`config.mk`:
```
export PLATFORM = sky130hd
export DESIGN_NAME = regfile_wb_arbiter
export DESIGN_NICKNAME = d
export VERILOG_FILES = /design/src/rtl/rf_pkg.sv /design/src/rtl/rr_arbiter.sv /design/src/rtl/regfile_wb_arbiter.sv
export SDC_FILE = /design/constraint.sdc
export NUM_CORES = 1
export LEC_CHECK = 0
export CELL_PAD_IN_SITES_DETAIL_PLACEMENT = 1
export CELL_PAD_IN_SITES_GLOBAL_PLACEMENT = 1
export CORE_MARGIN = 10
export CORE_UTILIZATION = 39
export CTS_CLUSTER_DIAMETER = 40
export DETAILED_ROUTE_END_ITERATION = 8
export PLACE_DENSITY_LB_ADDON = 0.1
export RECOVER_POWER = 25
export SLEW_MARGIN = 20
export SYNTH_ARGS = -nofsm -noshare
export SYNTH_HDL_FRONTEND = slang
export SYNTH_HIERARCHICAL = 1
export SYNTH_SLANG_ARGS = --single-unit
```
`constraint.sdc`:
```
create_clock -name clk -period 6.68 [get_ports clk]
set_clock_uncertainty 0.1 [all_clocks]
set_input_delay 1.336 -clock clk [delete_from_list [all_inputs] [get_ports clk]]
set_output_delay 1.336 -clock clk [all_outputs]
set_load 0.02 [all_outputs]
```
`src/rtl/rf_pkg.sv`:
```
// Shared types for the register-file write-back path: width codes, request
// record and the width mask applied to outgoing write data.
package rf_pkg;

  localparam int REG_W = 64;
  localparam int NREG  = 16;

  typedef enum logic [1:0] {
    W8  = 2'd0,
    W16 = 2'd1,
    W32 = 2'd2,
    W64 = 2'd3
  } width_t;

  typedef struct packed {
    logic [3:0]       sel;
    width_t           width;
    logic [REG_W-1:0] data;
  } rf_req_t;

  function automatic logic [REG_W-1:0] mask_data(width_t w, logic [REG_W-1:0] d);
    logic [REG_W-1:0] m;
    m = d;
    case (w)
      W8:      m = {56'd0, d[7:0]};
      W16:     m = {48'd0, d[15:0]};
      W32:     m = {32'd0, d[31:0]};
      default: m = d;
    endcase
    return m;
  endfunction

endpackage

```
`src/rtl/rr_arbiter.sv`:
```
// Round-robin arbiter: one-hot grant, search starts at ptr_reg, which holds
// the index after the last granted source and only moves on a grant.
module rr_arbiter #(
  parameter int N = 3
) (
  input  logic         clk,
  input  logic         reset,
  input  logic [N-1:0] req,
  output logic [N-1:0] grant
);

  localparam int PW = (N > 1) ? $clog2(N) : 1;

  logic [PW-1:0] ptr_reg;
  logic [PW-1:0] ptr_next;

  always_comb begin
    logic found;
    int   pos;
    found    = 1'b0;
    pos      = 0;
    grant    = '0;
    ptr_next = ptr_reg;
    for (int k = 0; k < N; k++) begin
      pos = int'(ptr_reg) + k;
      if (pos >= N) pos = pos - N;
      for (int i = 0; i < N; i++) begin
        if (!found && pos == i && req[i]) begin
          found    = 1'b1;
          grant[i] = 1'b1;
          ptr_next = (i == N - 1) ? '0 : PW'(i + 1);
        end
      end
    end
  end

  always_ff @(posedge clk) begin
    if (reset) ptr_reg <= '0;
    else       ptr_reg <= ptr_next;
  end

endmodule

```
`src/rtl/regfile_wb_arbiter.sv`:
```
// Register-file write-back arbiter: one buffer per source, round-robin drain
// onto a registered write port. REGFILE_SCOREBOARD_EN adds a busy scoreboard.
module regfile_wb_arbiter
  import rf_pkg::*;
#(
  parameter int NUM_SRC = 3
) (
  input  logic                  clk,
  input  logic                  reset,
  input  logic [NUM_SRC-1:0]    req_valid,
  output logic [NUM_SRC-1:0]    req_ready,
  input  logic [4*NUM_SRC-1:0]  req_sel,
  input  logic [2*NUM_SRC-1:0]  req_width,
  input  logic [64*NUM_SRC-1:0] req_data,
  output logic                  rf_wr,
  output logic [3:0]            rf_wrsel,
  output logic [1:0]            rf_width,
  output logic [63:0]           rf_din
`ifdef REGFILE_SCOREBOARD_EN
  ,
  input  logic                  alloc_valid,
  input  logic [3:0]            alloc_sel,
  output logic [15:0]           busy
`endif
);

  logic [NUM_SRC-1:0] full;
  logic [NUM_SRC-1:0] grant;
  rf_req_t            buf_entry [NUM_SRC];
  rf_req_t            gnt_entry;

  logic               rf_wr_reg;
  logic [3:0]         rf_wrsel_reg;
  logic [1:0]         rf_width_reg;
  logic [REG_W-1:0]   rf_din_reg;

  genvar gi;
  generate
    for (gi = 0; gi < NUM_SRC; gi++) begin : g_src
      logic    full_reg;
      rf_req_t entry_reg;

      // A grant and a refill in the same cycle leave the buffer full with the new entry.
      always_ff @(posedge clk) begin
        if (reset) begin
          full_reg  <= 1'b0;
          entry_reg <= '0;
        end else if (req_valid[gi] && req_ready[gi]) begin
          full_reg  <= 1'b1;
          entry_reg <= '{sel:   req_sel[4*gi +: 4],
                         width: width_t'(req_width[2*gi +: 2]),
                         data:  req_data[64*gi +: 64]};
        end else if (grant[gi]) begin
          full_reg  <= 1'b0;
        end
      end

      assign full[gi]      = full_reg;
      assign buf_entry[gi] = entry_reg;
      assign req_ready[gi] = ~reset & (~full_reg | grant[gi]);
    end
  endgenerate

  rr_arbiter #(.N(NUM_SRC)) u_arb (
    .clk   (clk),
    .reset (reset),
    .req   (full & {NUM_SRC{~reset}}),
    .grant (grant)
  );

  always_comb begin
    gnt_entry = '0;
    for (int i = 0; i < NUM_SRC; i++) begin
      if (grant[i]) gnt_entry = buf_entry[i];
    end
  end

  always_ff @(posedge clk) begin
    if (reset) begin
      rf_wr_reg    <= 1'b0;
      rf_wrsel_reg <= '0;
      rf_width_reg <= '0;
      rf_din_reg   <= '0;
    end else if (|grant) begin
      rf_wr_reg    <= 1'b1;
      rf_wrsel_reg <= gnt_entry.sel;
      rf_width_reg <= gnt_entry.width;
      rf_din_reg   <= mask_data(gnt_entry.width, gnt_entry.data);
    end else begin
      rf_wr_reg    <= 1'b0;
    end
  end

  // The strobe is suppressed while reset is high so an in-flight write never lands.
  assign rf_wr    = rf_wr_reg & ~reset;
  assign rf_wrsel = rf_wrsel_reg;
  assign rf_width = rf_width_reg;
  assign rf_din   = rf_din_reg;

`ifdef REGFILE_SCOREBOARD_EN
  logic [NREG-1:0] busy_reg;
  logic [NREG-1:0] busy_next;

  // Clear is applied before set so a same-cycle alloc of the register wins.
  always_comb begin
    busy_next = busy_reg;
    if (rf_wr)       busy_next[rf_wrsel] = 1'b0;
    if (alloc_valid) busy_next[alloc_sel] = 1'b1;
  end

  always_ff @(posedge clk) begin
    if (reset) busy_reg <= '0;
    else       busy_reg <= busy_next;
  end

  assign busy = busy_reg;
`endif

endmodule

```
==> flow_metrics.py, run 1 <==
metrics = {
    "worst_setup_path": {
        "r2r-start": "u_arb/ptr_reg[1]$_SDFFE_PP0P_",
        "required_ns": 5.24,
        "cp_max_fo": 79,
        "r2r-end": "buf_entry[189]$_SDFFE_PP0P_",
        "crit_buf_inv": 2,
        "path_cells": "buf_6, nor2b_1, a211oi_1, o21a_4, nor2b_1, nor2_1, clkdlybuf4s50_1",
        "rr_worst_depth": 10,
        "end_kind": "output port",
        "ff2ff_setup_slack_ns": 2.31,
        "cp.arrival_ns": 4.09,
        "slowest_stage": "o21a_4",
        "crit_top_cell": "nor2b_1",
        "critPathKind": "in2out",
        "cp_slowest_stage_delay_ns": 0.65,
        "startpoint_type": "primary input",
        "cp_top_family": "compound AO/OA/AOI/OAI gates",
    },
    "grt": {
        "grt_pass1_wl_mm": 63.6,
        "antenna_found_initial": 4,
        "grt-ovfl-total": 0,
        "grt.total_usage_pct": 20.2,
        "first_global_vias": 11500,
        "grt_max_degree": 141,
    },
    "synth": {
        "synth_commonest_cells": "nand2_1, dfxtp_1, o21ai_0",
        "synth_seq_cells": 286,
        "synth_cell_types": 40,
        "synth_area_leaders": "dfxtp_1, nand2b_1, o21ai_0",
        "syn_nets": 1670,
        "syn_area_per_cell_um2": 8.28,
        "synthCells": 1453,
        "synth_area_um2": 12000,
        "yosysTopAreaCellShare_pct": 47.6,
        "synth_seq_area_share_pct": 47.6,
        "synth_edf_count": 0,
        "synth-main-ff-cell": "dfxtp_1",
        "synth-async-reset-ratio_pct": 0,
        "yosysWarnings": 6,
        "yosysMostFrequentCell": "nand2_1",
        "yosys.area.top_type": "dfxtp_1",
    },
    "sta": {
        "hold_viol_final": 0,
        "min_period_over_period_pct": 82.7,
        "worst_pin_slew_ns": 2.91,
        "slew_violations": 142,
        "setup_tns_ns": 0,
        "rsz0062_at_grt": "no",
        "setup_viol": 0,
        "max_clock_freq_mhz": 181,
        "worst_slack_ns": 1.16,
        "period_needed_ns": 5.52,
        "slew_headroom_pct": -93.9,
    },
    "pwr": {
        "clockPowerShare_pct": 50.6,
        "p_int_mw": 3.73,
        "p_switching_mw": 1.17,
        "comb_power_share_pct": 11.2,
        "p_per_area_nw_per_um2": 295,
        "p_seq_share_pct": 38.2,
        "p_leak_nw": 6.15,
        "ir_drop_uv": 168,
        "switching_share_pct": 23.9,
    },
    "die": {
        "ios": 289,
        "die-area_um2": 38300,
        "initial_core_util_pct": 39.4,
        "coreArea_um2": 30500,
        "row_count": 64,
        "dieWidth_um": 196,
        "dieHeight_um": 196,
    },
    "clock_network": {
        "clkLatencyLatePin_ns": 0.54,
        "clkTransAtPathRegs_ns": 0.04,
        "cts.sinks": 286,
        "ctsResizeCount": 0,
        "cts_hold_buf": 0,
        "cts_setup_buffers": 0,
        "numCtsBuffers": 46,
        "clk_path_buf_depth": 3,
        "cts_htree_levels": 2,
        "cts_tree": "yes",
        "clock-root-buffer": "clkbuf_16",
    },
    "placed_design": {
        "io_buffers": 288,
        "dp_slack_ns": 1.18,
        "place_hpwl_mm": 26.1,
        "place_congestion": 0.771,
    },
    "routing": {
        "dr.pass1.iters": 4,
        "drt_iter0_markers": 550,
        "ant_nets": 0,
        "routed_wl_mm": 40.1,
        "vias_per_cell": 5.09,
        "wl_per_cell_um": 18.9,
        "vias": 10800,
        "drc": 0,
    },
    "final_layout": {
        "drive_above_1_share_pct": 6.10,
        "fillers": 3605,
        "nNetsFinal": 1899,
        "area_delta_synth_final_pct": 38.1,
        "largest_register_ffs": 210,
    },
    "outcome": {
        "outcome": "finished, violations left",
        "violations": "capacitance limit, slew limit",
    },
    "min_path": {
        "min_path_type": "reg2reg",
        "min_from": "rf_din[8]$_SDFFE_PP0P_",
        "hold_path_depth": 1,
        "min_to": "rf_din[8]$_SDFFE_PP0P_",
    },
    "job": {
        "max_cap_violations": 2,
    },
}
-- per-stage QoR --
step | std cells | util, % | hold slack [ns] | total power, mW | instance area [um^2]
3_5_place_dp | 2030 | 49.1 | 0.352 | 2.46 | 15000
6_report | 2119 | 54.5 | 0.355 | 4.91 | 16600
3_3_place_gp | 2030 | 49.1 | 0.342 | 2.45 | 15000
2_1_floorplan | 1453 | - | 0.342 | 2.20 | 12000
4_1_cts | 2116 | 54.5 | 0.362 | 4.97 | 16600
5_1_grt | 2119 | 54.5 | 0.378 | 5.12 | 16600
-- cell families after synthesis --
| logic type | synth area share (%) |
|---|---|
| DFF | 47.6 |
| buffers and inverters | 5.27 |
| and+or+nand+nor | 24.2 |
| adders and majority gates | 0.208 |
| AOI/OAI and AO/OA | 21.7 |
| muxes | 0.999 |
-- power by group through the flow --
| stage | Sequential, mW | Combinational (mW) | Clock (mW) |
|---|---|---|---|
| floorplan | 1.90 | 0.301 | 0 |
| global placement | 1.90 | 0.543 | 0 |
| detailed placement | 1.91 | 0.553 | 0 |
| CTS | 1.87 | 0.558 | 2.53 |
| global route | 1.89 | 0.609 | 2.62 |
| finish | 1.87 | 0.548 | 2.48 |
-- layout by cell type, fill, tap and decap left out, drive strengths merged, types with 6 or more instances in the layout --
master,synthesis,final
a21oi,77,77
a221oi,12,12
a22o,38,38
a32o,8,8
buf,72,16
bufinv,0,6
clkbuf,52,70
clkdlybuf4s50,0,217
clkinv,0,7
dfxtp,286,286
dlygate4sd3,0,70
mux2i,12,12
nand2,296,296
nand2b,220,220
nand3b,14,14
nor2,25,25
nor2b,7,7
o211ai,12,12
o21a,35,35
o21ai,257,257
-- worst max path at each step --
stage,from,to,slack (ns),cells after the start
after CTS,reset,req_ready[1],1.16,7
final,reset,req_ready[1],1.16,7
after global placement,reset,req_ready[1],1.21,7
after floorplan,reset,req_ready[2],2.28,10
after detailed placement,reset,req_ready[1],1.18,7
after global routing,reset,buf_entry[189]$_SDFFE_PP0P_,0.93,10
-- layer usage --
metal  GRT usage (%)  part of all wire [%]  up-vias
li1                -                     -     5352
met1            24.8                    45     5150
met2            34.1                    48      230
met3            4.81                   5.3       47
met4            6.31                   1.8        2
met5               0                 0.027        -
-- area by class of cell --
class                      count  area, um^2  area share (%)
sequential                   286        5730            34.5
tap                          396         495            2.98
inverter                       5        18.8           0.113
clock inverter                18         260            1.57
antenna                        3        7.51          0.0452
multi-input combinational   1038        5700            34.3
timing repair buffer         305        3030            18.2
clock buffer                  68        1380            8.29
(Power assumes the default switching activity.)
==> inputs of run 2 (changes only) <==
--- a/config.mk
+++ b/config.mk
@@ -8,7 +8,7 @@
 export CELL_PAD_IN_SITES_DETAIL_PLACEMENT = 1
 export CELL_PAD_IN_SITES_GLOBAL_PLACEMENT = 1
 export CORE_MARGIN = 10
-export CORE_UTILIZATION = 39
+export CORE_UTILIZATION = 36
 export CTS_CLUSTER_DIAMETER = 40
 export DETAILED_ROUTE_END_ITERATION = 8
 export PLACE_DENSITY_LB_ADDON = 0.1
==> constraint.sdc (replaced) <==
create_clock -name clk -period 5.7 [get_ports clk]
set_clock_uncertainty 0.1 [all_clocks]
set_input_delay 1.14 -clock clk [delete_from_list [all_inputs] [get_ports clk]]
set_output_delay 1.14 -clock clk [all_outputs]
set_load 0.02 [all_outputs]
==> flow_metrics.py, run 2 (synthesis gave the netlist of run 1 again) <==
metrics = {
    "routing": {
        "ant_nets": 0,
        "met2_length_mm": 19.6,
        "wl_per_cell_um": 19.1,
        "wl_met1_mm": 18.8,
        "drt_iter0_markers": 415,
        "dr.max_layer_used": "met4",
        "drc": 0,
        "vias": 10800,
        "routed-wl-met3_mm": 2.10,
        "vias_per_cell": 5.00,
        "dr.pass1.iters": 5,
        "routed_wl_mm": 41.4,
    },
    "pwr": {
        "switching_share_pct": 23.7,
        "p_seq_share_pct": 37.8,
        "clockPowerShare_pct": 51.0,
        "ir_drop_uv": 219,
        "comb_power_share_pct": 11.2,
        "finalPower_mw": 5.80,
        "p_leak_nw": 6.17,
        "p_switching_mw": 1.37,
        "p_int_mw": 4.43,
        "p_per_area_nw_per_um2": 348,
    },
    "sta": {
        "min_period_over_period_pct": 83.7,
        "rsz0062_at_grt": "no",
        "slew_violations": 43,
        "setup_tns_ns": 0,
        "setup_viol": 0,
        "worst_slack_ns": 0.929,
        "period_needed_ns": 4.77,
        "fin_hold_ws_ns": 0.355,
        "worst_pin_slew_ns": 1.78,
        "slew_headroom_pct": -18.9,
        "max_clock_freq_mhz": 210,
        "hold_viol_final": 0,
    },
    "placed_design": {
        "place_hpwl_mm": 27.1,
        "placed_area_um2": 15000,
        "dp_cells": 2078,
        "dp_slack_ns": 0.896,
        "io_buffers": 288,
        "place_congestion": 0.764,
    },
    "worst_setup_path": {
        "startpoint_type": "primary input",
        "cp.arrival_ns": 3.53,
        "r2r-end": "buf_entry[138]$_SDFFE_PP0P_",
        "ff2ff_setup_slack_ns": 1.99,
        "end_kind": "output port",
        "cp_max_fo": 60,
        "rr_worst_depth": 9,
        "required_ns": 4.46,
        "critPathKind": "in2out",
        "r2r-start": "u_arb/ptr_reg[0]$_SDFFE_PP0P_",
    },
    "clock_network": {
        "cts_htree_levels": 2,
        "cts.sinks": 286,
        "cts_tree": "yes",
        "clkTransAtPathRegs_ns": 0.05,
        "clk_path_buf_depth": 3,
        "clock-root-buffer": "clkbuf_16",
        "cts_setup_buffers": 0,
        "numCtsBuffers": 44,
        "cts_hold_buf": 0,
        "clkLatencyLatePin_ns": 0.52,
        "ctsResizeCount": 0,
    },
    "final_layout": {
        "drive_above_1_share_pct": 6.47,
        "nNetsFinal": 1899,
        "fin_cells": 2161,
        "postLayoutCoreUtil_pct": 50.9,
        "final_cell_mix": "nand2_1, dfxtp_1, o21ai_0",
        "area_delta_synth_final_pct": 38.6,
        "fin_area_um2": 16700,
        "final_common_cell": "nand2_1",
        "largest_register_ffs": 210,
    },
    "die": {
        "die-area_um2": 41100,
        "row_count": 66,
        "dieWidth_um": 203,
        "ios": 289,
        "coreArea_um2": 32800,
        "dieHeight_um": 203,
        "initial_core_util_pct": 36.7,
    },
    "outcome": {
        "violations": "capacitance limit, slew limit",
        "outcome": "finished, violations left",
    },
    "min_path": {
        "min_to": "rf_din[23]$_SDFFE_PP0P_",
        "min_from": "rf_din[23]$_SDFFE_PP0P_",
        "min_path_type": "reg2reg",
        "hold_path_depth": 2,
    },
    "grt": {
        "grt_max_degree": 104,
        "grt.total_usage_pct": 19.6,
        "grt-ovfl-total": 0,
        "first_global_vias": 11500,
        "antenna_found_initial": 3,
        "grt_pass1_wl_mm": 65.4,
    },
    "job": {
        "max_cap_violations": 1,
    },
}
==> run 2: cell count changes in the layout (fill, tap and decap cells not counted), moves of 3 or more <==
cell,change
buf_4,+4
bufinv_16,+4
clkbuf_1,-11
clkbuf_16,-4
clkinv_2,+3
==> run 2: power by group through the flow <==
stage          combinational, mW  clock [mW]  sequential, mW
2_1_floorplan              0.352           0            2.23
3_3_place_gp               0.646           0            2.23
3_5_place_dp               0.657           0            2.24
4_1_cts                    0.665        3.02            2.19
5_1_grt                    0.717        3.12            2.21
6_report                   0.647        2.96            2.19
==> run 2: how the worst max path moves through the flow <==
stage,startpoint,endpoint,slack (ns),cells after the start
global route,reset,req_ready[2],0.77,8
detailed placement,reset,req_ready[2],0.90,8
CTS,reset,req_ready[2],0.90,8
finish,reset,req_ready[2],0.93,8
global placement,reset,req_ready[2],1.01,8
floorplan,reset,req_ready[2],1.69,10
==> run 2: layout make-up <==
cell class              instances  area [um^2]
fillers                      3799        16100
flip-flops and latches        286         5730
multi-input cells            1038         5690
repair buffers                307         3040
clock buffers                  54         1240
well taps                     442          553
clock inverters                26          404
inverters                       5         18.8
diodes                          3         7.51
==> run 2: worst max-delay path, cell delays in order <==
cell	delay (ns)
buf_6	0.19
nor2b_1	0.63
nand2b_1	0.21
a21oi_1	0.09
o21a_4	0.24
nor2b_1	0.27
nor2_1	0.11
clkdlybuf4s50_1	0.60
==> run 2: routing by layer <==
layer / vias up / track usage [%]
met1: 5165 / 24.3
li1: 5351 / -
met4: 0 / 5.46
met3: 59 / 4.39
met5: - / 0
met2: 222 / 33.2
==> inputs of run 3 (changes only) <==
==> constraint.sdc (replaced) <==
create_clock -name clk -period 4.9 [get_ports clk]
set_clock_uncertainty 0.1 [all_clocks]
set_input_delay 0.98 -clock clk [delete_from_list [all_inputs] [get_ports clk]]
set_output_delay 0.98 -clock clk [all_outputs]
set_load 0.02 [all_outputs]
==> flow_metrics.py, run 3 (synthesis gave the netlist of run 1 again) <==
metrics = {
    "sta": {
        "worst_pin_slew_ns": 2.43,
        "hold_viol_final": 0,
        "worst_slack_ns": 0.628,
        "period_needed_ns": 4.27,
        "min_period_over_period_pct": 87.2,
        "rsz0062_at_grt": "no",
        "slew_violations": 112,
        "slew_headroom_pct": -62.1,
        "setup_tns_ns": 0,
        "max_clock_freq_mhz": 234,
        "setup_viol": 0,
    },
    "die": {
        "ios": 289,
        "dieHeight_um": 203,
        "die-area_um2": 41100,
        "coreArea_um2": 32800,
        "dieWidth_um": 203,
        "initial_core_util_pct": 36.7,
        "row_count": 66,
    },
    "clock_network": {
        "clkLatencyLatePin_ns": 0.54,
        "numCtsBuffers": 48,
        "cts_htree_levels": 2,
        "ctsResizeCount": 0,
        "clkTransAtPathRegs_ns": 0.05,
        "cts_tree": "yes",
        "cts.sinks": 286,
        "cts_setup_buffers": 0,
        "cts_hold_buf": 0,
        "clk_path_buf_depth": 3,
        "clock-root-buffer": "clkbuf_16",
    },
    "routing": {
        "drt_iter0_markers": 461,
        "drc": 0,
        "dr.pass1.iters": 4,
        "wl_per_cell_um": 19.2,
        "vias": 10800,
        "routed_wl_mm": 41.6,
        "vias_per_cell": 4.97,
        "ant_nets": 0,
    },
    "worst_setup_path": {
        "cp_max_fo": 9,
        "cp.arrival_ns": 3.19,
        "critPathKind": "in2out",
        "end_kind": "output port",
        "r2r-start": "u_arb/ptr_reg[0]$_SDFFE_PP0P_",
        "startpoint_type": "primary input",
        "crit_top_cell": "nor2b_1",
        "startpoint": "reset",
        "path_cells": "clkbuf_1, nor2b_1, nand2b_1, a21oi_1, o21a_4, nor2b_1, nor2_1, clkdlybuf4s50_1",
        "crit_buf_inv": 2,
        "cp_top_family": "simple AND/OR/NAND/NOR gates",
        "required_ns": 3.82,
        "slowest_stage": "clkdlybuf4s50_1",
        "cp_slowest_stage_delay_ns": 0.62,
    },
    "pwr": {
        "comb_power_share_pct": 11.1,
        "finalPower_mw": 6.74,
        "p_leak_nw": 6.18,
        "p_int_mw": 5.08,
        "p_per_area_nw_per_um2": 403,
        "p_seq_share_pct": 37.9,
        "ir_drop_uv": 249,
        "clockPowerShare_pct": 50.9,
        "p_switching_mw": 1.66,
        "switching_share_pct": 24.6,
    },
    "grt": {
        "grt_pass1_wl_mm": 64.9,
        "use_met3_pct": 4.47,
        "antenna_found_initial": 3,
        "use_met1_pct": 24.7,
        "grt_max_degree": 141,
        "busiest_layer": "met2",
        "first_global_vias": 11500,
        "grt.met2_usage_pct": 32.4,
        "grt-ovfl-total": 0,
        "grt.total_usage_pct": 19.4,
    },
    "placed_design": {
        "io_buffers": 288,
        "dp_slack_ns": 0.693,
        "place_hpwl_mm": 27.0,
        "place_congestion": 0.760,
        "dp_cells": 2080,
    },
    "final_layout": {
        "largest_register_ffs": 210,
        "postLayoutCoreUtil_pct": 51.0,
        "fin_cells": 2170,
        "fillers": 3847,
        "final_cell_mix": "nand2_1, dfxtp_1, o21ai_0",
        "nNetsFinal": 1905,
        "final_common_cell": "nand2_1",
        "area_delta_synth_final_pct": 38.9,
        "drive_above_1_share_pct": 6.67,
    },
    "job": {
        "max_cap_violations": 2,
    },
    "min_path": {
        "min_path_type": "reg2reg",
        "min_from": "rf_din[18]$_SDFFE_PP0P_",
    },
    "outcome": {
        "violations": "capacitance limit, slew limit",
        "outcome": "finished, violations left",
    },
}
## run 3: metrics by stage
stage	hold WS, ns	area (um^2)
2_1_floorplan	0.342	12000
5_1_grt	0.382	16700
3_3_place_gp	0.341	15100
6_report	0.354	16700
3_5_place_dp	0.350	15100
4_1_cts	0.358	16700
## run 3: layout make-up
class	instances	area, um^2	share of cell area, %
Multi-Input combinational cell	1038	5700	34.1
Clock buffer	62	1340	8.04
Sequential cell	286	5730	34.3
Tap cell	442	553	3.31
Timing Repair Buffer	309	3040	18.2
Inverter	5	18.8	0.112
Antenna cell	3	7.51	0.0449
Clock inverter	25	322	1.92
## run 3: routing by layer
layer	wire, um	vias to the layer above
met4	709	2
met2	19600	220
met1	19100	5137
met3	2160	57
met5	12	-
li1	-	5371
## run 3: path summary, 6_finish.rpt
kind | to | slack [ns] | depth (start not counted)
worst max-delay path | req_ready[2] | 0.63 | 8
worst min-delay path | rf_din[18]$_SDFFE_PP0P_ | 0.35 | 2
worst max register to register | buf_entry[111]$_SDFFE_PP0P_ | 0.85 | 9
worst min register to register | rf_din[18]$_SDFFE_PP0P_ | 0.35 | 2
## run 3: tightest hold or removal path, stage by stage (launching register included)
cell and delay [ns]:
dfxtp_1 0.30, nand2_1 0.05, a21oi_1 0.05
## run 3: power groups by stage
stage	sequential [mW]	clock, mW	combinational, mW
2_1_floorplan	2.59	0	0.410
3_3_place_gp	2.60	0	0.748
3_5_place_dp	2.60	0	0.761
4_1_cts	2.56	3.50	0.769
5_1_grt	2.57	3.61	0.833
6_report	2.56	3.43	0.751
==> patch, RTL diff (settings of run 3) <==
Build with the macro `REGFILE_SCOREBOARD_EN` defined.
--- a/src/rtl/regfile_wb_arbiter.sv
+++ b/src/rtl/regfile_wb_arbiter.sv
@@ -2,2 +2,4 @@
 // onto a registered write port. REGFILE_SCOREBOARD_EN adds a busy scoreboard.
+`define REGFILE_SCOREBOARD_EN
+
 module regfile_wb_arbiter
Ports: changed (added alloc_sel, alloc_valid and busy); port bits go from 289 to 310. The function was not compared with the original's and may differ.
==> patch against run 3 <==
Via count up 8.6%. Combinational power grew 15%. Highest routed layer unchanged. Area after synthesis is 1.0% higher. Critical path type unchanged. Critical endpoint is now req_ready[1]. Sequential share of layout area grew 0.92 points. Wire length is 7.9% higher. Setup slack got worse by 140 ps. Sequential cell count increased by 16. Power rose by 6.4%. Design area is 2.8% higher.
==> patch: results (changes against run 3) <==
* Nets at 2,035 (+6.8%)
* Initial antenna violation count at 2 (-1)
* Top cells by count, synth: 496 x nand2_1, 302 x dfxtp_1, 266 x o21ai_0
* Worst reg2reg path depth at 11 (+2)
* Worst setup startpoint: reset
* Crit-path max cell delay at 630 ps
* Worst Path Max Fanout at 11 (+2)
* Seq/Total Area, Yosys at 49.76% (+2.2 points)
* DRT iter0 DRCs at 561 (+22%)
* Synth async-reset ratio at 0% (unchanged)
* End of the critical path: req_ready[1]
* Reg2Reg Capture Point: rf_din[58]
* Port Buffer Count at 309 (+7.3%)
* CTS H-tree lvls at 2 (unchanged)
* Fraction of layout instances using a drive strength above 1 at 6.792% (+0.13 points)
* DR vias at 11,720 (+8.6%)
* Largest net degree at the start of global routing at 206 (+46%)
* Final core utilization at 51.37% (+0.40 points)
* Filler Cells Inserted at 3,951 (+2.7%)
* DP Cell Count at 2,209 (+6.2%)
* Syn Inst Count at 1,561 (+7.4%)
* Max Root-Sink Buffers at 3 (unchanged)
* Worst Hold Class: reg -> reg
* Synth Warn # at 6 (unchanged)
* Number of distinct library cells after synthesis at 47 (+18%)
* Primary FF master, synth: dfxtp_1
* Leakage power at 0.006485 uW (+4.9%)
* Area post-placement at 15,440 um2 (+2.6%)
* Clock buffer count from CTS at 50 (+4.2%)
* Root Buffer Master: clkbuf_16
* Clk slew on worst S/H paths at 50 ps (about the same)
* Status: finished clean
* Synthesized net count at 1,783 (+6.8%)
* Data arrival time of the worst path at 3340 ps (+150 ps)
* Max reg flops at 210 (unchanged)
* Drt first pass iters at 7 (+3)
* Post_cts resized at 0 (unchanged)
* Worst slew margin at 31.47% (+94 points)
* Slowest CP cell: nor2b_1
* Max VDD drop at 0.0002567 V (+3.0%)
* PnR worst setup slack at 484.5 ps (-143.2 ps)
* Later-pin clock latency in the skew report at 530 ps
* Hold WS at 344.5 ps (-9.672 ps)
* Wire per inst at 19.50 um (+1.7%)
* Tot GR Track Use at 20.91% (+1.5 points)
* Post-DP HPWL at 30.74 mm (+14%)
* Flop2flop setup slack at 1260 ps (+410 ps)
* Dominant cells by area after synthesis: dfxtp_1 50%, nand2_1 15%, o21ai_0 11%
* Reg-to-reg startpoint: u_arb/ptr_reg[1]
* Vias per inst at 5.086 (+2.3%)
* Placement Setup Slack at 556.6 ps (-136.2 ps)
* Post-CTS setup buffers at 0 (unchanged)
* First-pass GRT wire length at 70.03 mm (+7.9%)
* RePlAce Congestion at 0.7986 (+5.0%)
==> patch: final cells by class <==
| class | count | area, um2 | share of cell area (%) |
|---|---|---|---|
| clock inverter | 35 | 370.4 | 2.156 |
| antenna | 1 | 2.502 | 0.01456 |
| tap | 448 | 560.5 | 3.262 |
| sequential | 302 | 6046 | 35.19 |
| clock buffer | 59 | 1379 | 8.025 |
| timing repair buffer | 331 | 3277 | 19.07 |
| inverter | 16 | 65.06 | 0.3787 |
| multi-input combinational | 1112 | 5482 | 31.90 |
==> patch: worst min-delay path by stage <==
stage,start,end,cells past startpoint
2_1_floorplan,buf_entry[70],buf_entry[70],2
3_3_place_gp,rf_din[15],rf_din[15],2
3_5_place_dp,buf_entry[82],buf_entry[82],2
4_1_cts,buf_entry[82],buf_entry[82],2
5_1_grt,buf_entry[81],buf_entry[81],2
6_report,rf_din[15],rf_din[15],2
==> patch: tightest hold or removal path, cell delays in order, from the launching register on <==
cell	delay [ps]
dfxtp_1	320
nand2_1	50
o31ai_1	50
==> patch: metal layers <==
metal / wire length, um / GRT usage [%] / share of wire [%]
met4: 828 / 4.983 / 1.8
met5: 7 / 0 / 0.016
met3: 2554 / 4.887 / 5.7
met2: 21110 / 34.95 / 47
met1: 20420 / 26.69 / 45
==> patch: where the power goes <==
group / internal (uW) / switching, uW
sequential: 2620 / 94.3
combinational: 368 / 498
clock: 2300 / 1300
total: 5290 / 1890
==> patch: cells by family after synthesis <==
family / Yosys count / synth area share [%]
AOI/OAI and AO/OA: 498 / 23.71
adders and majority gates: 2 / 0.2059
muxes: 2 / 0.1648
buffers and inverters: 147 / 5.520
and+or+nand+nor: 610 / 20.64
DFF: 302 / 49.76
